**config.mk**
```make
export PLATFORM = sky130hd
export DESIGN_NAME = sram_bank_ctrl
export DESIGN_NICKNAME = d
export VERILOG_FILES = /design/src/rtl/sram_bank_ctrl.sv
export SDC_FILE = /design/constraint.sdc
export NUM_CORES = 1
export LEC_CHECK = 0
export ABC_AREA = 1
export CORE_MARGIN = 8
export CORE_UTILIZATION = 22
export CTS_CLUSTER_SIZE = 8
export DETAILED_ROUTE_END_ITERATION = 6
export PLACE_DENSITY = 0.95
export SYNTH_ARGS = -nofsm -noshare
export SYNTH_HDL_FRONTEND = slang
export SYNTH_SLANG_ARGS = --single-unit
```
**constraint.sdc**
```tcl
create_clock -name clk_i -period 2.95 [get_ports clk_i]
set_input_delay 0.4425 -clock clk_i [delete_from_list [all_inputs] [get_ports clk_i]]
set_output_delay 0.4425 -clock clk_i [all_outputs]
set_load 0.005 [all_outputs]
```
**src/rtl/sram_bank_ctrl.sv**
```systemverilog
// Bus-to-SRAM bank controller with retention handshake (ACTIVE/DRAIN/RETENTIVE/WAKEUP).
// Define SRAM_BANK_CTRL_RDATA_REG_EN to add an output register on rvalid_o/rdata_o (latency 2).
module sram_bank_ctrl #(
  parameter int NumWords     = 2048,
  parameter int AddrWidth    = (NumWords <= 1) ? 1 : $clog2(NumWords),
  parameter int WakeupCycles = 4
) (
  input  logic                 clk_i,
  input  logic                 rst_ni,
  input  logic                 req_i,
  output logic                 gnt_o,
  input  logic                 we_i,
  input  logic [3:0]           be_i,
  input  logic [AddrWidth-1:0] addr_i,
  input  logic [31:0]          wdata_i,
  output logic                 rvalid_o,
  output logic [31:0]          rdata_o,
  input  logic                 ret_req_i,
  output logic                 ret_ack_o,
  output logic                 mem_req_o,
  output logic                 mem_we_o,
  output logic [AddrWidth-1:0] mem_addr_o,
  output logic [31:0]          mem_wdata_o,
  output logic [3:0]           mem_be_o,
  output logic                 mem_set_retentive_no,
  input  logic [31:0]          mem_rdata_i
);

  typedef enum logic [1:0] {
    ACTIVE,
    DRAIN,
    RETENTIVE,
    WAKEUP
  } state_e;

  localparam int CntWidth = (WakeupCycles <= 1) ? 1 : $clog2(WakeupCycles);
  localparam logic [CntWidth-1:0] WakeLast = CntWidth'(WakeupCycles - 1);

  state_e              state_q, state_d;
  logic [CntWidth-1:0] wake_cnt_q, wake_cnt_d;
  logic                retentive_q;
  logic                resp_valid_q, resp_read_q;
  logic                pending;

  assign gnt_o       = req_i && (state_q == ACTIVE) && !ret_req_i;
  assign mem_req_o   = req_i && gnt_o;
  assign mem_we_o    = we_i;
  assign mem_addr_o  = addr_i;
  assign mem_wdata_o = wdata_i;
  assign mem_be_o    = be_i;

  assign ret_ack_o            = retentive_q;
  assign mem_set_retentive_no = !retentive_q;

  // First response stage: one entry per grant, remembering whether data must be returned.
  always_ff @(posedge clk_i or negedge rst_ni) begin
    if (!rst_ni) begin
      resp_valid_q <= 1'b0;
      resp_read_q  <= 1'b0;
    end else begin
      resp_valid_q <= gnt_o;
      resp_read_q  <= gnt_o && !we_i;
    end
  end

`ifdef SRAM_BANK_CTRL_RDATA_REG_EN
  logic        rvalid_q;
  logic [31:0] rdata_q;

  always_ff @(posedge clk_i or negedge rst_ni) begin
    if (!rst_ni) begin
      rvalid_q <= 1'b0;
      rdata_q  <= '0;
    end else begin
      rvalid_q <= resp_valid_q;
      rdata_q  <= (resp_valid_q && resp_read_q) ? mem_rdata_i : '0;
    end
  end

  assign rvalid_o = rvalid_q;
  assign rdata_o  = rdata_q;
  assign pending  = resp_valid_q || rvalid_q;
`else
  assign rvalid_o = resp_valid_q;
  assign rdata_o  = (resp_valid_q && resp_read_q) ? mem_rdata_i : '0;
  assign pending  = resp_valid_q;
`endif

  always_ff @(posedge clk_i or negedge rst_ni) begin
    if (!rst_ni) begin
      state_q     <= ACTIVE;
      wake_cnt_q  <= '0;
      retentive_q <= 1'b0;
    end else begin
      state_q     <= state_d;
      wake_cnt_q  <= wake_cnt_d;
      retentive_q <= (state_d == RETENTIVE);
    end
  end

  // A dropped retention request wins over completing the drain.
  always_comb begin
    state_d    = state_q;
    wake_cnt_d = wake_cnt_q;
    unique case (state_q)
      ACTIVE: begin
        if (ret_req_i) state_d = DRAIN;
      end
      DRAIN: begin
        if (!ret_req_i)    state_d = ACTIVE;
        else if (!pending) state_d = RETENTIVE;
      end
      RETENTIVE: begin
        if (!ret_req_i) begin
          state_d    = WAKEUP;
          wake_cnt_d = '0;
        end
      end
      WAKEUP: begin
        if (wake_cnt_q == WakeLast) begin
          state_d    = ACTIVE;
          wake_cnt_d = '0;
        end else begin
          wake_cnt_d = wake_cnt_q + 1'b1;
        end
      end
      default: begin
        state_d    = ACTIVE;
        wake_cnt_d = '0;
      end
    endcase
  end

endmodule
```
==> results of run 1 <==
==> flip-flops by register name (all words and copies together) (netlist names) <==
register	count
ret_ack_o	1
wake_cnt_q	2
state_q	2
resp_read_q	1
rvalid_o	1
==> kinds of logic after synthesis <==
| kind of cell | count (synthesis) |
|---|---|
| AO/OA/AOI/OAI | 3 |
| buffers and inverters | 91 |
| flip-flops | 7 |
| AND/OR/NAND/NOR | 51 |
| adder cells (fa/ha/maj) | 1 |
==> cell usage in the layout, fill, tap and decap left out <==
cell type,count
sky130_fd_sc_hd__ha_1,1
sky130_fd_sc_hd__nand2_1,8
sky130_fd_sc_hd__o21ai_1,2
sky130_fd_sc_hd__nor3_1,2
sky130_fd_sc_hd__nand3_2,1
sky130_fd_sc_hd__dfrtp_1,7
sky130_fd_sc_hd__a21oi_1,1
sky130_fd_sc_hd__nand3_1,3
sky130_fd_sc_hd__buf_4,1
sky130_fd_sc_hd__nor2_1,36
sky130_fd_sc_hd__clkbuf_1,1
sky130_fd_sc_hd__nor4_2,1
sky130_fd_sc_hd__clkdlybuf4s50_1,74
sky130_fd_sc_hd__inv_1,38
sky130_fd_sc_hd__inv_2,2
sky130_fd_sc_hd__clkbuf_8,3
==> layout make-up <==
| class | instances | area [µm²] | area share |
|---|---|---|---|
| Multi-Input combinational cell | 55 | 240 | 0.169 |
| Sequential cell | 7 | 175 | 0.123 |
| Timing Repair Buffer | 75 | 748 | 0.526 |
| Tap cell | 50 | 62.6 | 0.0440 |
| Clock buffer | 4 | 45.0 | 0.0317 |
| Inverter | 40 | 150 | 0.106 |
==> worst max-delay path, cell delays in order (launching register included) <==
cell                              delay [ps]
sky130_fd_sc_hd__dfrtp_1                 380
sky130_fd_sc_hd__nand2_1                 240
sky130_fd_sc_hd__buf_4                   300
sky130_fd_sc_hd__nor2_1                  120
sky130_fd_sc_hd__clkdlybuf4s50_1         520
==> through the flow <==
step	instances	instance area [µm²]	worst slack, ps	hold slack [ps]
3_3_place_gp	227	1380	739	457
5_1_grt	231	1420	543	493
3_5_place_dp	227	1380	742	469
4_1_cts	231	1420	663	478
6_report	231	1420	708	472
2_1_floorplan	153	941	1740	147
==> report_power, final <==
part	total (µW)	internal, µW	switching, µW
logic	212	119	93.5
clock network	136	93.6	42.7
registers	167	132	35.9
total	516	344	172
==> per-layer routing <==
layer,wire length [µm],share of wire,vias to the layer above,global-route usage
met5,0,0,-,0
met4,38,0.013,0,0.0321
met3,653,0.22,5,0.0806
met2,1310,0.44,78,0.116
met1,966,0.33,355,0.0768
li1,-,-,435,-
==> worst min-delay path by stage <==
stage,endpoint,depth (start not counted),startpoint,slack (ps)
floorplan,resp_read_q$_DFF_PN0_,0,rst_ni,150
global placement,wake_cnt_q[1]$_DFFE_PN0P_,2,wake_cnt_q[1]$_DFFE_PN0P_,460
detailed placement,wake_cnt_q[1]$_DFFE_PN0P_,2,wake_cnt_q[1]$_DFFE_PN0P_,470
CTS,wake_cnt_q[1]$_DFFE_PN0P_,2,wake_cnt_q[1]$_DFFE_PN0P_,480
global route,wake_cnt_q[1]$_DFFE_PN0P_,2,wake_cnt_q[1]$_DFFE_PN0P_,490
finish,wake_cnt_q[1]$_DFFE_PN0P_,2,wake_cnt_q[1]$_DFFE_PN0P_,470
==> results.txt, run 1 <==
----------------------------------------------------
[Clock network]
  Clock transition at the registers of the reported paths ... roughly 40 ps
  Number of CTS-inserted buffers ... 3
  Worst skew pair latency ... about 230 ps
  Level count of the clock H-tree ... 1
  Clock tree from TritonCTS ... done
  Maximum clock path buffer count ... 2
  Post-cts resize count ... 0
  Total of hold buffers inserted after clock tree synthesis ... 0
  Number of clock sinks ... 7
  Number of buffers inserted to repair setup after CTS ... 0
  CTS root buffer ... sky130_fd_sc_hd__clkbuf_8

[Timing]
  Period minus WS final ... about 2200 ps
  Pin slew with the least headroom to its limit ... 361 ps
  Total of endpoints with negative setup slack in the final report ... 0
  Final Cycle Share ... 0.760
  Number of hold-slack violations in the final timing report ... 0
  Clock Skew ... 2.07 ps
  Relative slew slack ... 0.759
  Max-slew violation count ... 0
  FMAX ... 446 MHz
  Setup repair after global routing missed its margin ... no
  Total negative setup slack ... 0 ps

[Synth]
  Proportion of netlist area held by the largest area contributor ... 0.383
  Adder and majority gate portion of the synthesized area ... 0.0133
  Number of flops mapped to enable cells by yosys ... 0
  Count of mapped cells out of synthesis ... roughly 150
  Sequential share of the synthesized area ... 0.186
  Post-Syn Nets ... about 240
  Proportion of synthesized flip-flops having asynchronous set or reset ... 1.00
  Synth Area per Inst ... ~6.1 µm²
  Post-synthesis xor/xnor area fraction ... 0
  Leading cell types by total area after synthesis ... sky130_fd_sc_hd__buf_4 (38%), sky130_fd_sc_hd__dfrtp_1 (19%), sky130_fd_sc_hd__inv_1 (15%), sky130_fd_sc_hd__nor2_1 (14%), sky130_fd_sc_hd__nand2_1 (3.2%)
  Top cell type by total area after synthesis ... sky130_fd_sc_hd__buf_4
  Count of warnings emitted by yosys ... 0
  Synth cell types ... 14
  Fraction of the mapped netlist area in compound gates ... 0.0160
  Primary FF master, synth ... sky130_fd_sc_hd__dfrtp_1
  Top cells by count, synth ... sky130_fd_sc_hd__buf_4 (48), sky130_fd_sc_hd__inv_1 (38), sky130_fd_sc_hd__nor2_1 (36)
  Most frequent cell after synthesis ... sky130_fd_sc_hd__buf_4
  Share of cell area taken by muxes after synthesis ... 0
  Synthesis-stage register bit count ... 7
  Post-synth design cell area ... ~940 µm²
  Dominant combinational cell family by area after synthesis ... buffers and inverters
  Post-Synth Simple-Gate Area ... 0.226

[Worst setup path]
  Worst reg2reg setup slack ... 1890 ps
  WP data required ... ~2500 ps
  Reg-to-reg endpoint ... ret_ack_o$_DFF_PN0_
  Nature of the critical path endpoint ... output pin
  Kind of critical path ... flop to output pin
  Startpoint of the worst register-to-register path ... wake_cnt_q[0]$_DFFE_PN0P_
  Startpoint Class ... flop
  Critical Path Start ... rvalid_o$_DFF_PN0_
  Worst-path maximum fanout ... 22
  Worst EP arrival ... between 1500 and 2000 ps
  CP Capture Point ... rdata_o[20]
  Number of cell instances on the worst register-to-register path ... 4

[Routing]
  Via count ... 873
  Number of nets with antenna violations after detailed routing ... 0
  Via/cell ratio ... roughly 3.8
  Router iterations before antenna repair ... 4
  First DRT Iteration DRCs ... 8
  Drt wl/cell ... between 10 and 15 µm
  Final routed wirelength across all metal layers ... roughly 3000 µm
  DRC viols ... 0

[Floorplan]
  Initial Util ... 0.232
  Cell Rows ... 23
  Horizontal die dimension ... slightly above 80 µm
  Overall die height ... a little over 80 µm
  Ports placed on the boundary ... about 170
  Die Outline Area ... 6630 µm²
  Core outline area ... between 4000 and 5000 µm²

[Layout]
  Layout overhead on the synthesized area ... 51.1%
  Share of the core filled with cells in the final layout ... 0.350
  Number of filler cells placed in the layout ... 416
  Final Net Count ... 267
  Share of cells above drive strength 1 ... 0.0442
  Number of diodes added for antenna fixing ... 0

[Placement]
  Final GP Congestion ... just over 0.7
  Number of I/O port buffers ... 74
  Half-perimeter wire length after detailed placement ... 2490 µm

[Outcome]
  Run status ... finished, final reports clean

[Power]
  Total power density per cell area ... ~360 nW/µm²
  Leakage power of the design ... 0.000712 µW
  VDD IR-drop max ... about 0.00035 V
  Sum of internal, switching and leakage power ... ~520 µW

[Global route]
  Via count of the first global-routing pass ... around 900
  Residual overflow from global routing ... 0
  GRT Total Usage ... 0.0808
  Wire length of the first global-routing pass ... about 4200 µm
  Antenna violations before repair ... 0
  Pin count of the biggest net entering global routing ... 23

[Flow run]
  Max-Cap Viols ... 0

[Min path]
  Worst min path class ... flop to flop

----------------------------------------------------
(Power assumes the default switching activity.)
==> inputs of run 2 (changes only) <==
- CORE_UTILIZATION: 22 -> 19
- PLACE_DENSITY: 0.95 -> 0.91
- clock period: 2.95 -> 2 ns (I/O delays scaled with it)
==> run 2 against run 1 <==
Net effect:
- global-route usage fell by 0.40 points
- critical path type is now input pin to output pin
- die area rose by 13%
- setup slack lost 610 ps
- via count is 1.4% higher
- worst hold slack worse by 140 ps
- sequential power is 44% higher
- final area grew 2.9%
- first-iteration DRC count decreased by 25%
- power rose by 47%
==> results.txt, run 2 (synthesized netlist as in run 1, its figures left out) <==
----------------------------------------------------
[Power]
  Net load switching power ... 251 µW (+46%)
  Cell Int Power ... 509 µW (+48%)
  Power share of the clock group ... 0.258 (-0.006)
  VDD IR-drop max ... 0.000628 V (+82%)
  Register share of total power ... 0.316 (-0.008)
  Leakage power of the design ... 0.000722 µW (+1.4%)
  Portion of total power attributed to combinational logic ... 0.426 (+0.015)
  Total power density per cell area ... 520 nW/µm² (+43%)
  Fraction of power spent switching nets ... 0.331 (-0.00275)

[Timing]
  Max-slew violation count ... 0 (unchanged)
  FMAX ... between 500 and 600 MHz
  Pin slew with the least headroom to its limit ... 301 ps (-60.1 ps)
  Relative slew slack ... 0.799 (+0.0401)
  Total negative setup slack ... 0 ps (unchanged)
  Hold slack ... 329 ps (-142 ps)
  Setup repair after global routing missed its margin ... no
  Number of hold-slack violations in the final timing report ... 0 (unchanged)
  Clock Skew ... 0.523 ps (-1.55 ps)
  Minimum setup slack in the final design ... 95.2 ps (-613 ps)
  Period minus WS final ... around 1900 ps
  Final Cycle Share ... 0.952
  Total of endpoints with negative setup slack in the final report ... 0 (unchanged)

[Worst setup path]
  Worst EP arrival ... 1600 ps (-200 ps)
  Buffers and inverters on the worst path ... 2 (unchanged)
  Most prevalent standard cell on the critical path ... sky130_fd_sc_hd__clkdlybuf4s50_1
  Nature of the critical path endpoint ... output pin
  Worst path top cell family by delay ... buffers and inverters
  Crit path largest cell delay ... 540 ps (+20 ps)
  WP data required ... 1700 ps (-810 ps)
  Worst-path maximum fanout ... 4 (-82%)
  Kind of critical path ... input pin to output pin
  Slowest stage cell, crit path ... sky130_fd_sc_hd__clkdlybuf4s50_1
  Critical path cell sequence ... clkdlybuf4s50_1, nor3_2, clkdlybuf4s50_1
  Startpoint Class ... input pin

[Floorplan]
  Overall die height ... 86.4 µm (+6.1%)
  Ports placed on the boundary ... 169 (unchanged)
  Cell Rows ... 25 (+8.7%)
  Die Outline Area ... 7460 µm² (+13%)
  Horizontal die dimension ... 86.4 µm (+6.1%)
  Initial Util ... 0.198 (-0.0340)
  Core outline area ... 4750 µm² (+17%)

[Layout]
  Post-route design area ... 1460 µm² (+2.9%)
  Share of cells above drive strength 1 ... 0.0601 (+0.0159)
  Leading registers by flop count ... state_q: 2 flops, wake_cnt_q: 2 flops
  Leading cell type in the layout, fill and taps excluded ... sky130_fd_sc_hd__clkdlybuf4s50_1
  Leading cell types in the layout, fill and taps excluded ... sky130_fd_sc_hd__clkdlybuf4s50_1 (74), sky130_fd_sc_hd__inv_1 (38), sky130_fd_sc_hd__nor2_1 (36)
  Layout overhead on the synthesized area ... 55.5%
  Number of diodes added for antenna fixing ... 0 (unchanged)
  Final Non-Filler Cells ... 250 (+8.2%)
  Final Net Count ... 269 (+0.75%)

[Clock network]
  Level count of the clock H-tree ... 1 (unchanged)
  CTS root buffer ... sky130_fd_sc_hd__clkbuf_8
  Number of CTS-inserted buffers ... 3 (unchanged)
  Number of buffers inserted to repair setup after CTS ... 0 (unchanged)
  Number of clock sinks ... 7 (unchanged)
  Total of hold buffers inserted after clock tree synthesis ... 0 (unchanged)
  Maximum clock path buffer count ... 2 (unchanged)
  Clock tree from TritonCTS ... done
  Clock transition at the registers of the reported paths ... 40 ps (about the same)
  Post-cts resize count ... 0 (unchanged)
  Worst skew pair latency ... 220 ps (about the same)

[Placement]
  Dpl cells ... 246 (+8.4%)
  Half-perimeter wire length after detailed placement ... 2610 µm (+4.5%)
  Number of I/O port buffers ... 74 (unchanged)
  Cell area after placement ... 1410 µm² (+2.6%)
  Placement-stage worst setup slack ... 92.4 ps (-649 ps)
  Final GP Congestion ... 0.646 (-8.1%)

[Routing]
  Via count ... 885 (+1.4%)
  Router iterations before antenna repair ... 4 (unchanged)
  Final routed wirelength across all metal layers ... 3060 µm (+3.0%)
  First DRT Iteration DRCs ... 6 (-2)
  Number of nets with antenna violations after detailed routing ... 0 (unchanged)
  Via/cell ratio ... 3.54 (-6.3%)
  DRC viols ... 0 (unchanged)
  Drt wl/cell ... 12.2 µm (-4.8%)

[Global route]
  Wire length of the first global-routing pass ... 4640 µm (+9.4%)
  Antenna violations before repair ... 0 (unchanged)
  GR peak layer ... met2
  Residual overflow from global routing ... 0 (unchanged)
  Grt met3 use ... 0.0803 (-0.000234)
  GRT Total Usage ... 0.0768 (-0.00403)
  Pin count of the biggest net entering global routing ... 19 (-17%)
  Met2 routing resource usage after global routing ... 0.119 (+0.00260)
  Met1 demand-to-capacity share in global routing ... 0.0666 (-0.0103)
  Via count of the first global-routing pass ... 985 (+11%)

[Outcome]
  Run status ... finished, final reports clean

[Min path]
  Worst min path class ... input pin to async pin

[Flow run]
  Max-Cap Viols ... 0 (unchanged)

----------------------------------------------------
-- run 2: changes by cell type in the layout (fill, tap and decap cells not counted), sizes merged --
cell  before  now
buf        1    3
-- run 2: final cells by class --
cell class	count	area [µm²]
Sequential cell	7	175
Multi-Input combinational cell	55	245
Clock buffer	4	45.0
Tap cell	67	83.8
Timing Repair Buffer	77	763
Inverter	40	150
Fill cell	531	3290
-- run 2: worst reg2reg max path: cells and delay by family (launching register included) --
family        cells  cell delay (ps)
simple gates      3              260
buf+inv           1               50
flops             1              380
fa+ha+maj         1              220
-- run 2: path summary, 6_finish.rpt --
| kind | depth (start not counted) | slack [ps] | endpoint | start |
|---|---|---|---|---|
| hold / removal | 1 | 330 | state_q[0]$_DFF_PN0_ | rst_ni |
| setup reg to reg | 5 | 970 | ret_ack_o$_DFF_PN0_ | wake_cnt_q[0]$_DFFE_PN0P_ |
| setup / recovery | 3 | 100 | gnt_o | ret_req_i |
| hold reg to reg | 2 | 480 | wake_cnt_q[1]$_DFFE_PN0P_ | wake_cnt_q[1]$_DFFE_PN0P_ |
| min in group clk_i | 2 | 480 | wake_cnt_q[1]$_DFFE_PN0P_ | wake_cnt_q[1]$_DFFE_PN0P_ |
| max in group asynchronous | 1 | 1440 | wake_cnt_q[1]$_DFFE_PN0P_ | rst_ni |
-- run 2: metrics by stage --
step	power, µW	utilization
after global placement	546	0.297
final	760	0.308
after floorplan	463	-
after global routing	817	0.308
after CTS	764	0.307
after detailed placement	559	0.297
-- run 2: per-layer routing --
metal | part of all wire | vias up | wire (µm)
met1 | 0.34 | 369 | 1050
met5 | 0 | - | 0
met2 | 0.46 | 75 | 1410
met3 | 0.20 | 0 | 597
li1 | - | 441 | -
met4 | 0 | 0 | 0
-- run 2: power by group through the flow --
stage | clock network, µW | logic (µW) | registers (µW)
final | 196 | 324 | 240
after detailed placement | 0 | 318 | 241
after floorplan | 0 | 227 | 236
after CTS | 199 | 324 | 240
after global routing | 209 | 360 | 248
after global placement | 0 | 307 | 239
==> inputs of run 3 (changes only) <==
- ABC_CLOCK_PERIOD_IN_PS: not set -> 2000
- CAP_MARGIN: not set -> 20
==> results of run 3 <==
No change in the layout: final DEF, timing and power equal those of run 2.
